File: config.mk
export PLATFORM = sky130hd
export DESIGN_NAME = seg_disp_ctrl
export DESIGN_NICKNAME = d
export VERILOG_FILES = /design/src/rtl/seg_disp_ctrl.sv
export SDC_FILE = /design/constraint.sdc
export NUM_CORES = 1
export LEC_CHECK = 0
export BUFFER_PORTS_ARGS = -buffer_cell sky130_fd_sc_hd__buf_4
export CORE_ASPECT_RATIO = 1.2
export CORE_MARGIN = 2
export CORE_UTILIZATION = 30
export CTS_CLUSTER_SIZE = 20
export DETAILED_ROUTE_END_ITERATION = 10
export PLACE_DENSITY = 0.53
export RECOVER_POWER = 50
export SLEW_MARGIN = 20
export SYNTH_ARGS = -nofsm -noshare
export SYNTH_HDL_FRONTEND = slang
export SYNTH_SLANG_ARGS = --single-unit
File: constraint.sdc
create_clock -name clk_slow -period 5.45 [get_ports clk_slow]
set_input_delay 1.635 -clock clk_slow [delete_from_list [all_inputs] [get_ports clk_slow]]
set_output_delay 1.635 -clock clk_slow [all_outputs]
set_load 0.03 [all_outputs]
File: src/rtl/seg_disp_ctrl.sv
// seg_disp_ctrl: scrolling 8-glyph display buffer with clear, backspace and timed blinking status messages.
// seg_data is registered from the buffer/state, so every change appears one clk_slow edge later.
module seg_disp_ctrl #(
    parameter int HOLD_TICKS  = 400,
    parameter int BLINK_TICKS = 100
) (
    input  logic        clk_slow,
    input  logic        rst,
    input  logic        ch_valid,
    input  logic [5:0]  ch_code,
    output logic        ch_ready,
    input  logic        clr,
    input  logic        bs,
    input  logic        st_req,
    input  logic [1:0]  st_sel,
    output logic        st_busy,
    output logic [3:0]  char_cnt,
    output logic [63:0] seg_data
);
    localparam int HW = $clog2(HOLD_TICKS) + 1;
    localparam int BW = $clog2(BLINK_TICKS) + 1;

    typedef enum logic {SHOW, STAT} state_t;

    state_t        state_q, state_d;
    logic [63:0]   buf_q, buf_d;
    logic [63:0]   seg_q, seg_d;
    logic [3:0]    cnt_q, cnt_d;
    logic [1:0]    sel_q, sel_d;
    logic [HW-1:0] hold_q, hold_d;
    logic [BW-1:0] blk_cnt_q, blk_cnt_d;
    logic          blk_on_q, blk_on_d;

    function automatic logic [7:0] glyph(input logic [5:0] c);
        case (c)
            6'd0:  glyph = 8'hFC;
            6'd1:  glyph = 8'h60;
            6'd2:  glyph = 8'hDA;
            6'd3:  glyph = 8'hF2;
            6'd4:  glyph = 8'h66;
            6'd5:  glyph = 8'hB6;
            6'd6:  glyph = 8'hBE;
            6'd7:  glyph = 8'hE0;
            6'd8:  glyph = 8'hFE;
            6'd9:  glyph = 8'hF6;
            6'd10: glyph = 8'hEE;
            6'd11: glyph = 8'h3E;
            6'd12: glyph = 8'h9C;
            6'd13: glyph = 8'h7A;
            6'd14: glyph = 8'h9E;
            6'd15: glyph = 8'h8E;
            6'd16: glyph = 8'hBC;
            6'd17: glyph = 8'h6E;
            6'd18: glyph = 8'h0C;
            6'd19: glyph = 8'h78;
            6'd20: glyph = 8'hAE;
            6'd21: glyph = 8'h1C;
            6'd22: glyph = 8'hA8;
            6'd23: glyph = 8'h2A;
            6'd24: glyph = 8'hFC;
            6'd25: glyph = 8'hCE;
            6'd26: glyph = 8'hE6;
            6'd27: glyph = 8'h0A;
            6'd28: glyph = 8'hB6;
            6'd29: glyph = 8'h1E;
            6'd30: glyph = 8'h7C;
            6'd31: glyph = 8'h7C;
            6'd32: glyph = 8'h54;
            6'd33: glyph = 8'h6E;
            6'd34: glyph = 8'h76;
            6'd35: glyph = 8'hDA;
            6'd36: glyph = 8'h00;
            default: glyph = 8'h02;
        endcase
    endfunction

    // Messages occupy digits 7..4, left-aligned; three-letter ones end in a blank.
    function automatic logic [31:0] message(input logic [1:0] s);
        message = s == 2'd0 ? 32'h9E0A0A00 :
                  s == 2'd1 ? 32'hFC7C9E0A :
                  s == 2'd2 ? 32'h9C1C0A00 : 32'h7A3A2A9E;
    endfunction

    assign ch_ready = (state_q == SHOW) & ~clr & ~st_req & ~bs;
    assign st_busy  = state_q == STAT;
    assign char_cnt = cnt_q;
    assign seg_data = seg_q;

    always_comb begin
        state_d   = state_q;
        buf_d     = buf_q;
        cnt_d     = cnt_q;
        sel_d     = sel_q;
        hold_d    = hold_q;
        blk_cnt_d = blk_cnt_q;
        blk_on_d  = blk_on_q;
        if (clr) begin
            state_d   = SHOW;
            buf_d     = '0;
            cnt_d     = '0;
            hold_d    = '0;
            blk_cnt_d = '0;
            blk_on_d  = 1'b1;
        end else if (state_q == STAT) begin
            state_d   = hold_q == HW'(HOLD_TICKS - 1) ? SHOW : STAT;
            hold_d    = hold_q + 1'b1;
            blk_cnt_d = blk_cnt_q == BW'(BLINK_TICKS - 1) ? '0 : blk_cnt_q + 1'b1;
            blk_on_d  = blk_cnt_q == BW'(BLINK_TICKS - 1) ? ~blk_on_q : blk_on_q;
        end else if (st_req) begin
            state_d   = STAT;
            sel_d     = st_sel;
            hold_d    = '0;
            blk_cnt_d = '0;
            blk_on_d  = 1'b1;
        end else if (bs) begin
            buf_d = cnt_q != 4'd0 ? {8'h00, buf_q[63:8]} : buf_q;
            cnt_d = cnt_q != 4'd0 ? cnt_q - 4'd1 : cnt_q;
        end else if (ch_valid) begin
            buf_d = {buf_q[55:0], glyph(ch_code)};
            cnt_d = cnt_q == 4'd8 ? cnt_q : cnt_q + 4'd1;
        end
        seg_d = state_q == SHOW ? buf_q : blk_on_q ? {message(sel_q), 32'h0} : 64'h0;
    end

    always_ff @(posedge clk_slow or posedge rst) begin
        if (rst) begin
            state_q   <= SHOW;
            buf_q     <= '0;
            seg_q     <= '0;
            cnt_q     <= '0;
            sel_q     <= '0;
            hold_q    <= '0;
            blk_cnt_q <= '0;
            blk_on_q  <= 1'b1;
        end else begin
            state_q   <= state_d;
            buf_q     <= buf_d;
            seg_q     <= seg_d;
            cnt_q     <= cnt_d;
            sel_q     <= sel_d;
            hold_q    <= hold_d;
            blk_cnt_q <= blk_cnt_d;
            blk_on_q  <= blk_on_d;
        end
    end
endmodule

* After elaboration in Yosys (flattened, before gate mapping)
Memories as Yosys holds them, arrays and structs flattened.
Cells that the tools add are included.
W data, S select, Z words.
** Operators by class
- Multiplexer cells :: 33
- Shift operators :: 0
- Add/subtract/negate cells :: 4
- Bitwise logic cells :: 8
- Eq/ne operators :: 10
- Divide/modulo/power cells :: 0
- $lt $le $gt $ge :: 0
- Multipliers :: 0
- Reduce and logical (&&, ||, !) cells :: 8
** Operators with widths (count)
- $mux W64 :: 8
- $mux W32 :: 3
- $mux W8 :: 4
- $mux W10 :: 3
- $mux W4 :: 7
- $add A10 B1 Y10 const B :: 1
- $eq A10 B9 Y1 const B :: 1
- $add A8 B1 Y8 const B :: 1
- $eq A8 B7 Y1 const B :: 1
- $mux W1 :: 8
- $ne A3 B2 Y1 const B :: 2
- $reduce_bool A3 Y1 :: 2
- $not A1 Y1 :: 5
- $reduce_and A5 Y1 :: 1
- $add A4 B1 Y4 const B :: 1
- $eq A4 B4 Y1 const B :: 1
- $ne A2 B2 Y1 const B :: 2
- $reduce_and A4 Y1 :: 1
- $reduce_bool A4 Y1 :: 1
- $sub A4 B1 Y4 const B :: 1
- $and A1 B1 Y1 :: 3
- $ne A3 B3 Y1 const B :: 1
- $reduce_and A3 Y1 :: 1
- $eq A2 B1 Y1 const B :: 1
- other kinds (3) :: 3
** Word-level totals
- Flip-flop bits (word level) :: 154
- Output and inout port bits :: 70
- ROM bits :: 448
- Memories :: 1
- Bits of input ports :: 14
- Bits in latches :: 0
- RAM bits :: 0
- Logic and storage cells :: 72
** Memories
- (no name shown) :: depth 64, bits a word 7, rd ports 1, clocked after Yosys merged registers in 0, wr ports 0, RTL line 35 : case (c)

* Longest topological paths before layout
- Depth after elaboration :: 7
- Mapped depth :: 9
- Gate-level depth less buffers :: 7

* Worst setup path before layout
No wires, ideal clock.
- Kind :: input -> output
- From :: input clr
- To :: output ch_ready
- Slack :: 1205 ps
- Cell stages on the path :: 3
- Data required time :: 3815 ps
- Data arrival time :: 2610 ps
- Path buffers :: 1
- Cells stage by stage :: or3_1 -> clkbuf_1 -> nor2_1
** On the way
- Word-level cells in the longest chain between the ends :: 4
** Ends and longest elaborated chain
- start, declared :: RTL line 12 : input logic clr,
- $not A1 Y1 (no line)
- $and A1 B1 Y1 (3 in a row) :: RTL line 84 : assign ch_ready = (state_q == SHOW) & ~clr & ~st_req & ~bs;
- end, declared :: RTL line 11 : output logic ch_ready,
No other way between the ends.

* Worst setup path in the final report
Ends and elaborated chain as after synthesis.

==> results.py <==
metrics = {
    "worst_setup_path": {
        "r2r_end": "buf_q[39]",
        "r2r-start": "st_busy",
        "path_buf_inv": 2,
        "crit_path_end_kind": "output pin",
        "path_class": "in -> out",
        "cp_max_fo": 15,
        "reg2reg_slack_ns": 2.64,
        "critical_path.top_delay_family": "simple AND/OR/NAND/NOR gates",
        "crit_required_ns": 3.82,
        "critPathMaxStageDelay_ns": 0.55,
        "r2r_cells": 7,
        "start_kind": "input port",
        "path_common_cell": "buf_4",
        "crit_chain": "buf_4, or3_1, nor2_1, buf_4",
        "cp.arrival_ns": 2.69,
        "crit_slowest_cell": "or3_1",
    },
    "global_routing": {
        "grt_pass1_vias": 5066,
        "grt_pass1_wl_mm": 27.67,
        "grt_max_degree": 77,
        "track_usage_pct": 13.55,
        "grt_overflow_total": 0,
        "antenna_found_initial": 0,
    },
    "synthesis": {
        "yosysSeqAreaShare_pct": 52.83,
        "ys.flop_type": "dfrtp_1",
        "yosysUniqueCellTypes": 63,
        "synthArstFlopShare_pct": 100.0,
        "netlist.area_leader.share_pct": 52.47,
        "yosys_warnings": 0,
        "syn-cell-area_um2": 7297,
        "synth.area.top_cells": "dfrtp_1 52%, a221oi_2 10%, nor2_1 4.6%",
        "synth.most_common_cell": "dfrtp_1",
        "synthCells": 668,
        "synth_area_per_cell_um2": 10.92,
        "yosys.area.top_type": "dfrtp_1",
        "syn_nets": 699,
        "synth_edf_count": 0,
        "ys_seq_elements": 154,
        "synth_commonest_cells": "153 x dfrtp_1, 89 x nor2_1, 49 x a221oi_2, 49 x o21ai_0",
    },
    "layout": {
        "fin_nets": 764,
        "syn_to_final_growth_pct": 19.75,
        "utilization_pct": 36.57,
        "diodes": 0,
        "fillers": 2420,
        "layout-drive-gt1-share_pct": 27.75,
    },
    "sta": {
        "fmax_mhz": 231.1,
        "fin_crit_sh_pct": 79.39,
        "fin_tns_setup_ns": 0,
        "period_minus_slack_ns": 4.327,
        "finalSetupViolCount": 0,
        "fin_skew_ns": 0.006895,
        "slew_headroom_pct": -74.75,
        "hold_viol": 0,
        "rsz0062_at_grt": "no",
        "worst_pin_slew_ns": 2.621,
        "slew_violations": 154,
    },
    "worst_hold_path": {
        "hold-path-endpoint": "buf_q[56]",
        "holdCritStartpoint": "buf_q[56]",
        "hold_path.class": "reg -> reg",
        "whs_path_depth": 2,
    },
    "clocking": {
        "ctsResizeCount": 0,
        "insertion_delay_ns": 0.42,
        "holdBufCountCts": 0,
        "clock_path_buffers": 2,
        "cts_inserted_buffers": 17,
        "htree_levels": 4,
        "clk_pin_slew_ns": 0.06,
        "cts_tree": "built",
        "clkSinkCount": 154,
        "post_cts_buffers": 0,
        "clk_root_buffer_cell": "clkbuf_16",
    },
    "die": {
        "die_w_um": 146.4,
        "io_pins": 84,
        "num_rows": 62,
        "die_h_um": 174.8,
        "fp.coreArea_um2": 23890,
        "die_area_um2": 25590,
        "initial_core_util_pct": 30.54,
    },
    "route": {
        "drc_errors": 0,
        "avgViaCountPerCell": 4.747,
        "drtIter0Drc": 272,
        "route.antenna.remaining_nets": 0,
        "first_pass_iters": 4,
        "wirelength_mm": 16.83,
        "vias": 5060,
        "wl_per_cell_um": 15.79,
    },
    "placed_design": {
        "portBuffers": 83,
        "gp_congestion": 0.8096,
        "dp_hpwl_mm": 11.28,
    },
    "pwr": {
        "irDropWorstVdd_mv": 0.2391,
        "p_leak_uw": 0.003921,
        "power.density_nw_per_um2": 431.6,
    },
    "outcome": {
        "violations": "max-capacitance violations, max-slew violations",
        "outcome": "finished, violations left",
    },
    "job": {
        "maxCapViolCount": 3,
    },
}
==> layout make-up <==
cell class	count	area, um2	area share (%)
Sequential cell	154	3856	44.13
Clock buffer	22	474.2	5.427
Multi-Input combinational cell	430	3032	34.69
Timing Repair Buffer	92	693.2	7.932
Tap cell	320	400.4	4.582
Inverter	38	143.9	1.647
Clock inverter	10	138.9	1.589
==> worst max path at each step <==
stage | startpoint | endpoint | slack, ns | cells after the start
floorplan | clr | ch_ready | 1.20 | 3
global placement | clr | ch_ready | 1.13 | 4
detailed placement | clr | ch_ready | 1.14 | 4
CTS | clr | ch_ready | 1.13 | 4
global route | rst | st_busy | 0.68 | 3
finish | clr | ch_ready | 1.12 | 4
==> flip-flops by register name (all words and copies together) (netlist names) <==
signal	flops
hold_q	10
buf_q	64
blk_cnt_q	8
st_busy	1
sel_q	2
seg_data	64
char_cnt	4
blk_on_q	1
==> routing by layer <==
layer	global-route usage, %	routed length [um]	vias to the layer above	part of all wire (%)
met5	0	0	-	0
met4	4.005	170	0	1.0
met3	2.507	507	8	3.0
met2	22.35	8526	77	51
met1	18.24	7624	2498	45
li1	-	-	2477	-
==> worst reg2reg max path, cell delays in order, from the launching register on <==
cell and delay [ns]:
dfrtp_2 0.35, buf_4 0.56, nor2_1 0.21, a21oi_4 0.34, a31o_4 0.67, buf_4 0.41
a221oi_2 0.07, a21oi_2 0.14
==> through the flow <==
stage / instance area [um2] / hold slack [ns] / power, uW / std cells / worst slack, ns
6_report: 8738 / 0.5188 / 3771 / 1066 / 1.123
5_1_grt: 8738 / 0.5541 / 3964 / 1066 / 0.6781
4_1_cts: 8751 / 0.5211 / 3827 / 1066 / 1.125
3_5_place_dp: 8138 / 0.5071 / 2590 / 1034 / 1.135
3_3_place_gp: 8138 / 0.4988 / 2581 / 1034 / 1.133
2_1_floorplan: 7301 / 0.4710 / 2246 / 668 / 1.205
==> cell usage in the layout, fill, tap and decap left out, types with 2 or more instances in the layout <==
master,count
a21boi_0,2
a21o_1,3
a21oi_1,10
a21oi_2,21
a221oi_2,49
a31oi_1,6
a32oi_1,2
and2_1,3
and3_1,3
buf_4,87
bufinv_16,3
clkbuf_1,4
clkbuf_16,17
clkbuf_8,3
clkinv_2,3
dfrtp_1,152
ha_1,16
inv_1,36
inv_6,2
mux4_2,2
nand2_1,42
nand2b_1,3
nand3_1,19
nand4_1,5
nand4b_1,2
nor2_1,87
nor2_4,2
nor2b_1,42
nor3_1,4
nor3b_1,2
nor4_1,2
o211ai_1,2
o21ai_0,49
o21ai_1,7
o22ai_1,7
o31ai_1,2
or2_2,2
xnor2_1,2
xor2_1,8
==> kinds of logic (layout without fill, tap and decap cells) <==
family / Yosys count / count (layout) / share of synthesized area [%]
and+or+nand+nor: 224 / 224 / 14.57
muxes: 3 / 3 / 0.7716
xor gates and xnor gates: 10 / 10 / 1.200
buffers and inverters: 84 / 162 / 5.950
adders and majority gates: 17 / 17 / 3.018
AOI/OAI and AO/OA: 176 / 176 / 21.66
DFF: 154 / 154 / 52.83
==> where the power goes <==
part           switching (uW)  internal (uW)  leakage (uW)
Combinational             588            368       0.00166
Clock                     467            759      0.000301
Sequential                218           1370       0.00196
Total                    1270           2500       0.00392
(Power assumes the default switching activity.)
